<file path="src/rtl/seg7_display_ctrl_if.sv">
// rtl/seg7_display_ctrl_if.sv - CPU write port and display pins of the 7-segment controller
//
// Purpose: bundles the memory-mapped write strobe/data from the address decoder
//          together with the active-low display drive pins.
// Signals:
//   seg_we      CPU -> ctrl  write strobe, one clk per write
//   io_data_in  CPU -> ctrl  16-bit write data
//   seg         ctrl -> pins cathodes, active-low, {g,f,e,d,c,b,a}
//   dp          ctrl -> pins decimal point, active-low
//   an          ctrl -> pins anodes, active-low, an[0] = rightmost digit
interface seg7_display_ctrl_if;
  logic        seg_we;
  logic [15:0] io_data_in;
  logic [6:0]  seg;
  logic        dp;
  logic [3:0]  an;

  modport master (
    output seg_we,
    output io_data_in,
    input  seg,
    input  dp,
    input  an
  );

  modport slave (
    input  seg_we,
    input  io_data_in,
    output seg,
    output dp,
    output an
  );
endinterface

</file>
<file path="src/rtl/seg7_display_ctrl.sv">
// rtl/seg7_display_ctrl.sv - write-only 16-bit hex display on a 4-digit common-anode 7-seg
//
// Purpose: latches the word written by the CPU and scans it out as four hex
//          digits, one digit slot every REFRESH_DIV clocks.
// Ports:
//   clk   system clock
//   rst   synchronous reset, active-high
//   bus   slave side of seg7_display_ctrl_if (seg_we/io_data_in in; seg/dp/an out)
module seg7_display_ctrl #(
  parameter int REFRESH_DIV        = 100000,
  parameter int LEADING_ZERO_BLANK = 0
) (
  input  logic                 clk,
  input  logic                 rst,
  seg7_display_ctrl_if.slave   bus
);

  localparam int              PW        = $clog2(REFRESH_DIV);
  localparam logic [PW-1:0]   PRESC_MAX = PW'(REFRESH_DIV - 1);

  logic [15:0]   r_value;
  logic [PW-1:0] r_presc;
  logic [1:0]    r_digit;
  logic [6:0]    r_seg;
  logic [3:0]    r_an;
  logic          r_dp;

  logic [3:0]    w_nibble;
  logic [15:0]   w_upper;
  logic          w_blank;

  function automatic logic [6:0] hex7(input logic [3:0] n);
    case (n)
      4'h0: hex7 = 7'h40;
      4'h1: hex7 = 7'h79;
      4'h2: hex7 = 7'h24;
      4'h3: hex7 = 7'h30;
      4'h4: hex7 = 7'h19;
      4'h5: hex7 = 7'h12;
      4'h6: hex7 = 7'h02;
      4'h7: hex7 = 7'h78;
      4'h8: hex7 = 7'h00;
      4'h9: hex7 = 7'h10;
      4'hA: hex7 = 7'h08;
      4'hB: hex7 = 7'h03;
      4'hC: hex7 = 7'h46;
      4'hD: hex7 = 7'h21;
      4'hE: hex7 = 7'h06;
      default: hex7 = 7'h0E;
    endcase
  endfunction

  assign w_nibble = r_value[{r_digit, 2'b00} +: 4];

  // Nibbles from the active digit upward; if all zero the digit is a leading zero.
  assign w_upper  = r_value >> {r_digit, 2'b00};
  assign w_blank  = (LEADING_ZERO_BLANK != 0) && (r_digit != 2'd0) && (w_upper == 16'h0000);

  always_ff @(posedge clk) begin
    if (rst) begin
      r_value <= 16'h0000;
      r_presc <= '0;
      r_digit <= 2'd0;
      r_an    <= 4'b1111;
      r_seg   <= 7'h7F;
      r_dp    <= 1'b1;
    end else begin
      if (bus.seg_we) begin
        r_value <= bus.io_data_in;
      end

      // Scan phase runs free of writes.
      if (r_presc == PRESC_MAX) begin
        r_presc <= '0;
        r_digit <= r_digit + 2'd1;
      end else begin
        r_presc <= r_presc + 1'b1;
      end

      // Output stage sees the pre-edge digit and value, so it trails both by one edge.
      if (w_blank) begin
        r_an  <= 4'b1111;
        r_seg <= 7'h7F;
      end else begin
        r_an  <= ~(4'b0001 << r_digit);
        r_seg <= hex7(w_nibble);
      end
      r_dp <= 1'b1;
    end
  end

  assign bus.seg = r_seg;
  assign bus.an  = r_an;
  assign bus.dp  = r_dp;

endmodule

</file>
<file path="src/flat_wrapper.sv">
// flat-port wrapper written by rule: the top's interface ports become plain ports
module seg7_display_ctrl_flat 
#(
  parameter int REFRESH_DIV        = 100000,
  parameter int LEADING_ZERO_BLANK = 0
)
  (clk, rst, bus_seg_we, bus_io_data_in, bus_seg, bus_dp, bus_an);
  seg7_display_ctrl_if bus_i ();
  input  logic clk;
  input  logic rst;
  input wire logic [$bits(bus_i.seg_we)-1:0] bus_seg_we;
  input wire logic [$bits(bus_i.io_data_in)-1:0] bus_io_data_in;
  output wire logic [$bits(bus_i.seg)-1:0] bus_seg;
  output wire logic [$bits(bus_i.dp)-1:0] bus_dp;
  output wire logic [$bits(bus_i.an)-1:0] bus_an;
  assign bus_i.seg_we = bus_seg_we;
  assign bus_i.io_data_in = bus_io_data_in;
  assign bus_seg = bus_i.seg;
  assign bus_dp = bus_i.dp;
  assign bus_an = bus_i.an;
  seg7_display_ctrl #(.REFRESH_DIV(REFRESH_DIV), .LEADING_ZERO_BLANK(LEADING_ZERO_BLANK)) u_core (.clk(clk), .rst(rst), .bus(bus_i));
endmodule
</file>
<file path="config.mk">
export PLATFORM = sky130hd
export DESIGN_NAME = seg7_display_ctrl_flat
export DESIGN_NICKNAME = d
export VERILOG_FILES = /design/src/rtl/seg7_display_ctrl_if.sv /design/src/rtl/seg7_display_ctrl.sv /design/src/flat_wrapper.sv
export SDC_FILE = /design/constraint.sdc
export NUM_CORES = 1
export LEC_CHECK = 0
export CAP_MARGIN = 20
export CELL_PAD_IN_SITES_DETAIL_PLACEMENT = 0
export CELL_PAD_IN_SITES_GLOBAL_PLACEMENT = 1
export CORE_MARGIN = 2
export CORE_UTILIZATION = 46
export CTS_BUF_LIST = sky130_fd_sc_hd__clkbuf_2 sky130_fd_sc_hd__clkbuf_4 sky130_fd_sc_hd__clkbuf_8
export CTS_CLUSTER_SIZE = 16
export DETAILED_ROUTE_END_ITERATION = 12
export PLACE_DENSITY = 0.87
export SETUP_SLACK_MARGIN = 0.3
export SLEW_MARGIN = 40
export SYNTH_ARGS = -nofsm -noshare
export SYNTH_HDL_FRONTEND = slang
export SYNTH_SLANG_ARGS = --single-unit
</file>
<file path="constraint.sdc">
create_clock -name clk -period 3.9 [get_ports clk]
set_input_delay 0.585 -clock clk [delete_from_list [all_inputs] [get_ports clk]]
set_output_delay 0.585 -clock clk [all_outputs]
set_load 0.02 [all_outputs]
</file>
==> flow_summary.toml, run 1 <==
[sta]
final_critical_path_setup_slack_ns = 1.79
worst_clock_skew_ns = 0.00732
tightestPinTransition_ns = 0.698
grt_setup_unrepaired = "false"
drv_slew = 0
setup_total_negative_slack_ns = 0
final_min_period_over_clock_period_pct = 54.1
period_minus_slack_ns = 2.11
hold-worst-slack_ns = 0.468
report.final.setup_viol = 0
hold_violations = 0
fmax_mhz = 474
timing.max_slew.rel_slack_pct = 53.4

[cells_and_area]
fillCellCount = 396
multi_input_area_um2 = 1060
layout-area-overhead-vs-synth_pct = 17.9
post_route_cells_drive_above_1_share_pct = 5.86
layout.cells.non_filler = 291
final-seq-area_um2 = 921
nets = 270
diodes = 0

[clocking]
post_cts.resized_instances = 0
cts_hold_buf = 0
postCtsSetupBuffers = 0
root_buffer = "sky130_fd_sc_hd__clkbuf_8"
cts_tree = "done"
clk_transition_reported_paths_ns = 0.08
max_root_sink_buffers = 2
cts_buffers = 5
cts_max_level = 2
cts_num_sinks = 46
clock_insertion_delay_worst_skew_ns = 0.29

[floorplanning]
core-area_um2 = 4350
initial_utilization_pct = 47.8
fp-row-count = 24
die_h_um = 71.3
ios = 31
design.die.area_um2 = 5080
die_x_um = 71.3

[grt]
gr-usage-all-layers_pct = 15.9
globalRouteMet2Util_pct = 23.6
wire_length_of_the_first_global_routing_pass_um = 6340
grt_use_met3_pct = 4.22
busiest_layer_in_global_routing = "met2"
gr-total-overflow = 0
met1_usage_pct = 21.7
number_of_antenna_violations_at_the_first_check_in_global_routing = 0
largest_net_degree_at_the_start_of_global_routing = 24
grt_pass1_vias = 1393

[routing]
routedWlPerCell_um = 12.3
dr.pass1.iters = 4
drt_iter0_drc = 150
route.detailed.drc = 0
drt-vias-per-instance = 5.13
final_antenna_net_count = 0
routed_wl_um = 3580
routed-via-count = 1494

[yosys]
synth_area_um2 = 2080
combinational_family_with_the_most_area_after_synthesis = "simple AND/OR/NAND/NOR gates"
seq_area_frac_synth_pct = 44.3
post-synth-top-area-fraction_pct = 44.3
synth-adder-area-share_pct = 6.61
yosys-mux-area-fraction_pct = 12.9
synth_xor_xnor_area_share_pct = 5.47
synth_compound_gate_area_share_pct = 6.67
ys_seq_elements = 46
synth.top_cells.by_area = "sky130_fd_sc_hd__dfxtp_1 44%, sky130_fd_sc_hd__mux2i_1 8.2%, sky130_fd_sc_hd__ha_1 6.6%, sky130_fd_sc_hd__nor2_1 6.3%, sky130_fd_sc_hd__xor2_1 3.4%"
synth_top_area_cell = "sky130_fd_sc_hd__dfxtp_1"
synth.avg_cell_area_um2 = 9.72
yosys.area_share.simple_pct = 19.2
synth.net_count = 244
number_of_distinct_library_cells_after_synthesis = 42
post_synth_inst_count = 214
yosys_warnings = 0

[worst_setup_path]
worst_r2r_startpoint = "u_core.r_digit[0]"
reg2reg_slack_ns = 1.79
crit_path_max_fanout = 9
cp_slowest_stage_delay_ns = 0.72
worstSetupStartpoint = "u_core.r_digit[0]"
timing.critical_path.arrival_ns = 2.28
timing.critical_path.to_type = "register"
timing.reg2reg.worst_path_depth = 5
worst_path_max_delay_cell = "sky130_fd_sc_hd__mux4_1"
cp_data_required_time_ns = 4.07
reg_to_reg_endpoint = "u_core.bus.seg[1]"
timing.critical_path.cells = "mux4_1 -> inv_1 -> ha_1 -> o211ai_1 -> o211ai_1"
worst_path_most_repeated_cell = "sky130_fd_sc_hd__o211ai_1"
timing_worst_setup_path_type = "register to register"
critPathCapture = "u_core.bus.seg[1]"
critical_path.startpoint_type = "register"

[place]
gp_congestion = 0.815
placement.io_buffers = 29
dp_hpwl_um = 2520
placedCellCount = 285
place_ws_ns = 1.67

[run_status]
run_status = "finished, final reports clean"

[pwr]
powerDensity_nw_per_um2 = 361
ir_drop_mv = 0.226
leakagePower_nw = 0.944

[run]
timing.max_cap.violations = 0

[hold_path]
worstHoldPathType = "register to register"
area by class of cell:
cell class | count | share of cell area [%]
multi-input cells | 149 | 43.3
well taps | 52 | 2.65
clock buffers | 6 | 3.37
repair buffers | 30 | 11.9
inverters | 8 | 1.22
flip-flops and latches | 46 | 37.6
synth_stat cells:
| master | instances |
|---|---|
| sky130_fd_sc_hd__a211o_2 | 1 |
| sky130_fd_sc_hd__a21oi_1 | 5 |
| sky130_fd_sc_hd__a221o_1 | 1 |
| sky130_fd_sc_hd__a32oi_1 | 1 |
| sky130_fd_sc_hd__and2_1 | 1 |
| sky130_fd_sc_hd__and2_4 | 1 |
| sky130_fd_sc_hd__and4_1 | 3 |
| sky130_fd_sc_hd__buf_2 | 3 |
| sky130_fd_sc_hd__buf_4 | 2 |
| sky130_fd_sc_hd__buf_6 | 2 |
| sky130_fd_sc_hd__clkbuf_1 | 3 |
| sky130_fd_sc_hd__clkbuf_2 | 1 |
| sky130_fd_sc_hd__clkinv_1 | 1 |
| sky130_fd_sc_hd__conb_1 | 1 |
| sky130_fd_sc_hd__dfxtp_1 | 46 |
| sky130_fd_sc_hd__ha_1 | 11 |
| sky130_fd_sc_hd__inv_1 | 7 |
| sky130_fd_sc_hd__mux2i_1 | 17 |
| sky130_fd_sc_hd__mux4_1 | 2 |
| sky130_fd_sc_hd__mux4_2 | 2 |
| sky130_fd_sc_hd__nand2_1 | 16 |
| sky130_fd_sc_hd__nand2b_1 | 1 |
| sky130_fd_sc_hd__nand3_1 | 5 |
| sky130_fd_sc_hd__nand4_1 | 5 |
| sky130_fd_sc_hd__nor2_1 | 35 |
| sky130_fd_sc_hd__nor2b_1 | 1 |
| sky130_fd_sc_hd__nor3_1 | 1 |
| sky130_fd_sc_hd__nor3b_1 | 2 |
| sky130_fd_sc_hd__nor4_1 | 1 |
| sky130_fd_sc_hd__nor4b_1 | 2 |
| sky130_fd_sc_hd__o211ai_1 | 2 |
| sky130_fd_sc_hd__o21ai_0 | 6 |
| sky130_fd_sc_hd__o21ai_2 | 1 |
| sky130_fd_sc_hd__o221ai_1 | 2 |
| sky130_fd_sc_hd__o22ai_1 | 1 |
| sky130_fd_sc_hd__o31ai_1 | 1 |
| sky130_fd_sc_hd__or2_2 | 1 |
| sky130_fd_sc_hd__or2b_1 | 2 |
| sky130_fd_sc_hd__or3_1 | 4 |
| sky130_fd_sc_hd__or4_1 | 1 |
| sky130_fd_sc_hd__xnor2_1 | 5 |
| sky130_fd_sc_hd__xor2_1 | 8 |
critical path: cells and delay by family, from the launching register on:
kind / cells / cell delay, ns
AO/OA/AOI/OAI: 2 / 0.30
buffers and inverters: 1 / 0.17
multiplexers: 1 / 0.72
flip-flops: 1 / 0.54
adder cells (fa/ha/maj): 1 / 0.26
worst min-delay path by stage:
| stage | slack, ns | cells past startpoint | to | start |
|---|---|---|---|---|
| 2_1_floorplan | 0.43 | 1 | u_core.r_presc[0] | u_core.r_presc[0] |
| 3_3_place_gp | 0.45 | 1 | u_core.r_presc[0] | u_core.r_presc[0] |
| 3_5_place_dp | 0.46 | 1 | u_core.r_presc[0] | u_core.r_presc[0] |
| 4_1_cts | 0.47 | 1 | u_core.r_presc[0] | u_core.r_presc[0] |
| 5_1_grt | 0.51 | 1 | u_core.r_presc[0] | u_core.r_presc[0] |
| 6_report | 0.47 | 1 | u_core.r_presc[0] | u_core.r_presc[0] |
cell families after synthesis:
group           count (synthesis)
compound gates                 21
xor+xnor                       13
fa+ha+maj                      11
buf+inv                        19
flops                          46
mux                            21
other cells                     1
simple gates                   82
sequential cells by signal, indices dropped and copies added, names as in the netlist:
register	cells
u_core.bus.seg	7
u_core.r_presc	17
u_core.r_value	16
u_core.bus.an	4
u_core.r_digit	2
through the flow:
step / total power, mW / util (%) / area, µm²
after floorplan: 0.572 / - / 2080
after global placement: 0.614 / 54.5 / 2370
after detailed placement: 0.614 / 54.4 / 2370
after CTS: 0.896 / 56.3 / 2450
after global routing: 0.928 / 56.3 / 2450
final: 0.886 / 56.3 / 2450
cell usage in the layout (no fill, tap or decap), types with 2 or more instances in the layout:
cell	count
sky130_fd_sc_hd__nor3b_1	2
sky130_fd_sc_hd__xor2_1	8
sky130_fd_sc_hd__ha_1	11
sky130_fd_sc_hd__nor4b_1	2
sky130_fd_sc_hd__mux4_1	2
sky130_fd_sc_hd__clkdlybuf4s50_1	28
sky130_fd_sc_hd__o211ai_1	2
sky130_fd_sc_hd__mux2i_1	17
sky130_fd_sc_hd__o221ai_1	2
sky130_fd_sc_hd__or3_1	4
sky130_fd_sc_hd__or2b_1	2
sky130_fd_sc_hd__nand2_1	16
sky130_fd_sc_hd__inv_1	7
sky130_fd_sc_hd__a21oi_1	5
sky130_fd_sc_hd__nand4_1	5
sky130_fd_sc_hd__dfxtp_1	46
sky130_fd_sc_hd__nand3_1	5
sky130_fd_sc_hd__clkbuf_8	6
sky130_fd_sc_hd__and4_1	3
sky130_fd_sc_hd__xnor2_1	5
sky130_fd_sc_hd__o21ai_0	6
sky130_fd_sc_hd__mux4_2	2
sky130_fd_sc_hd__nor2_1	35
report_power, final:
part           switching (mW)  total (mW)  internal (mW)
sequential            0.00883       0.498          0.489
combinational          0.0502       0.104         0.0539
clock                   0.147       0.284          0.137
total                   0.206       0.886          0.680
per-layer routing:
metal | routed length [µm] | share of wire (%)
met3 | 139 | 3.9
met2 | 1550 | 43
met5 | 0 | 0
met4 | 49 | 1.4
met1 | 1840 | 51
(Power assumes the default switching activity.)
==> inputs of run 2 (changes only) <==
CORE_UTILIZATION = 43   (was 46)
PLACE_DENSITY = 0.82   (was 0.87)
clock period = 2 ns   (was 3.9 ns; I/O delays follow)
==> run 2 against run 1 <==
Against the previous run: first-iteration DRC count shrank 49%; critical path depth stayed put; critical path type unchanged; critical endpoint is now u_core.bus.seg[5]; clock power grew 110%; worst setup slack got worse by 1.5 ns; core utilization increased by 0.34 points; clock skew decreased by 0.0013 ns.
==> flow_summary.toml, run 2 (synthesis results as in run 1) <==
[floorplanning]
die_x_um = 73.6
ios = 31
initial_utilization_pct = 44.3
die_h_um = 73.6
fp-row-count = 25
core-area_um2 = 4690
design.die.area_um2 = 5410

[run_status]
run_status = "finished, final reports clean"

[place]
placement.io_buffers = 29
placedCellCount = 291
gp_congestion = 0.795
placed_area_um2 = 2430
dp_hpwl_um = 2620

[sta]
setup_total_negative_slack_ns = 0
fmax_mhz = 568
hold_violations = 0
grt_setup_unrepaired = "true"
period_minus_slack_ns = 1.76
final_min_period_over_clock_period_pct = 88.1
worst_clock_skew_ns = 0.00603
report.final.setup_viol = 0
drv_slew = 0

[grt]
grt_pass1_vias = 1480
largest_net_degree_at_the_start_of_global_routing = 23
gr-total-overflow = 0
wire_length_of_the_first_global_routing_pass_um = 6710
number_of_antenna_violations_at_the_first_check_in_global_routing = 0
gr-usage-all-layers_pct = 15.9

[worst_setup_path]
cp_slowest_stage_delay_ns = 0.63
timing_worst_setup_path_type = "register to register"
timing.critical_path.to_type = "register"
timing.critical_path.cells = "mux4_2 -> ha_4 -> nand2_4 -> o21ai_2 -> a221o_1"
critical_path.startpoint_type = "register"
crit_path_max_fanout = 5
worst_path_max_delay_cell = "sky130_fd_sc_hd__mux4_2"
reg_to_reg_endpoint = "u_core.bus.seg[5]"
cp_data_required_time_ns = 2.19
timing.critical_path.arrival_ns = 1.95
reg2reg_slack_ns = 0.24
timing.reg2reg.worst_path_depth = 5
worst_r2r_startpoint = "u_core.r_digit[0]"

[hold_path]
worstHoldPathType = "register to register"
min_to = "u_core.r_presc[0]"
whs_path_depth = 1
hp-start = "u_core.r_presc[0]"

[cells_and_area]
final_core_utilization_pct = 56.7
post_route_cells_drive_above_1_share_pct = 18.9
registers.top_by_ff_count = "u_core.r_presc"
layout-area-overhead-vs-synth_pct = 27.8
layout.cells.non_filler = 308
largest_register_ff_count = 17
layout.cells.most_common_list = "42 x sky130_fd_sc_hd__dfxtp_1, 35 x sky130_fd_sc_hd__nor2_1, 29 x sky130_fd_sc_hd__clkdlybuf4s50_1, 17 x sky130_fd_sc_hd__mux2i_1, 15 x sky130_fd_sc_hd__nand2_1"
nets = 283
fin_area_um2 = 2660
final_common_cell = "sky130_fd_sc_hd__dfxtp_1"
diodes = 0
fillCellCount = 429

[clocking]
cts_tree = "done"
root_buffer = "sky130_fd_sc_hd__clkbuf_8"
cts_buffers = 5
cts_hold_buf = 0
cts_num_sinks = 46
cts_max_level = 2
clk_transition_reported_paths_ns = 0.08
max_root_sink_buffers = 2
clock_insertion_delay_worst_skew_ns = 0.30

[pwr]
powerDensity_nw_per_um2 = 676
power.total_mw = 1.80
leakagePower_nw = 1.03
ir_drop_mv = 0.351

[routing]
drt-vias-per-instance = 5.22
final_antenna_net_count = 0
routed_wl_um = 4080
routed-via-count = 1608
route.detailed.drc = 0
drt_iter0_drc = 77
routedWlPerCell_um = 13.2
dr.pass1.iters = 4

[run]
timing.max_cap.violations = 0
-- run 2: cell count changes in the layout (fill, tap and decap cells not counted), moves of 3 or more --
| cell | delta |
|---|---|
| sky130_fd_sc_hd__buf_4 | +11 |
| sky130_fd_sc_hd__dfxtp_1 | -4 |
| sky130_fd_sc_hd__dfxtp_2 | +3 |
| sky130_fd_sc_hd__ha_1 | -5 |
| sky130_fd_sc_hd__ha_4 | +3 |
| sky130_fd_sc_hd__o21ai_0 | -3 |
-- run 2: layout make-up --
cell class / count / area, µm² / share of cell area (%)
Multi-Input combinational cell: 149 / 1130 / 42.5
Clock buffer: 7 / 90.1 / 3.39
Clock inverter: 1 / 5.00 / 0.188
Timing Repair Buffer: 43 / 403 / 15.2
Inverter: 8 / 35.0 / 1.32
Sequential cell: 46 / 928 / 34.9
Tap cell: 54 / 67.6 / 2.54
-- run 2: critical path: cells and delay by family (launching register included) --
family | cells | cell delay [ns]
adder cells (fa/ha/maj) | 1 | 0.22
flip-flops | 1 | 0.39
AO/OA/AOI/OAI | 2 | 0.34
AND/OR/NAND/NOR | 1 | 0.07
multiplexers | 1 | 0.63
-- run 2: worst max-delay path by stage --
stage,from,end,slack [ns],cells past startpoint
finish,u_core.r_digit[0],u_core.bus.seg[5],0.24,5
CTS,u_core.r_digit[0],u_core.bus.seg[1],0.26,5
floorplan,u_core.r_digit[0],u_core.bus.seg[6],0.27,6
global route,u_core.r_digit[0],u_core.bus.seg[1],0.18,5
detailed placement,u_core.r_digit[0],u_core.bus.seg[3],0.15,5
global placement,u_core.r_digit[0],u_core.bus.seg[6],0.19,5
-- run 2: where the power goes --
group	switching [mW]	internal [mW]
Combinational	0.113	0.128
Clock	0.294	0.292
Sequential	0.0185	0.953
-- run 2: per-layer routing --
layer	track usage [%]	part of all wire [%]	routed length (µm)	vias up
met5	0	0	0	-
met4	5.45	1.8	73	0
met3	4.66	4.8	197	10
met2	26.3	47	1930	40
met1	19.8	46	1880	747
li1	-	-	-	811
-- run 2: what timing repair did --
action / CTS / global route
endpoints found under the hold margin: 0 / 0
gates resized for setup: 6 / 16
pin swaps: 4 / 3
setup buffers: 5 / 4
setup endpoints to repair: 7 / 25
-- run 2: per-stage QoR --
stage	setup WS, ns	hold WS (ns)
final	0.239	0.474
after global routing	0.175	0.496
after CTS	0.262	0.475
after detailed placement	0.145	0.457
after global placement	0.191	0.444
after floorplan	0.271	0.405
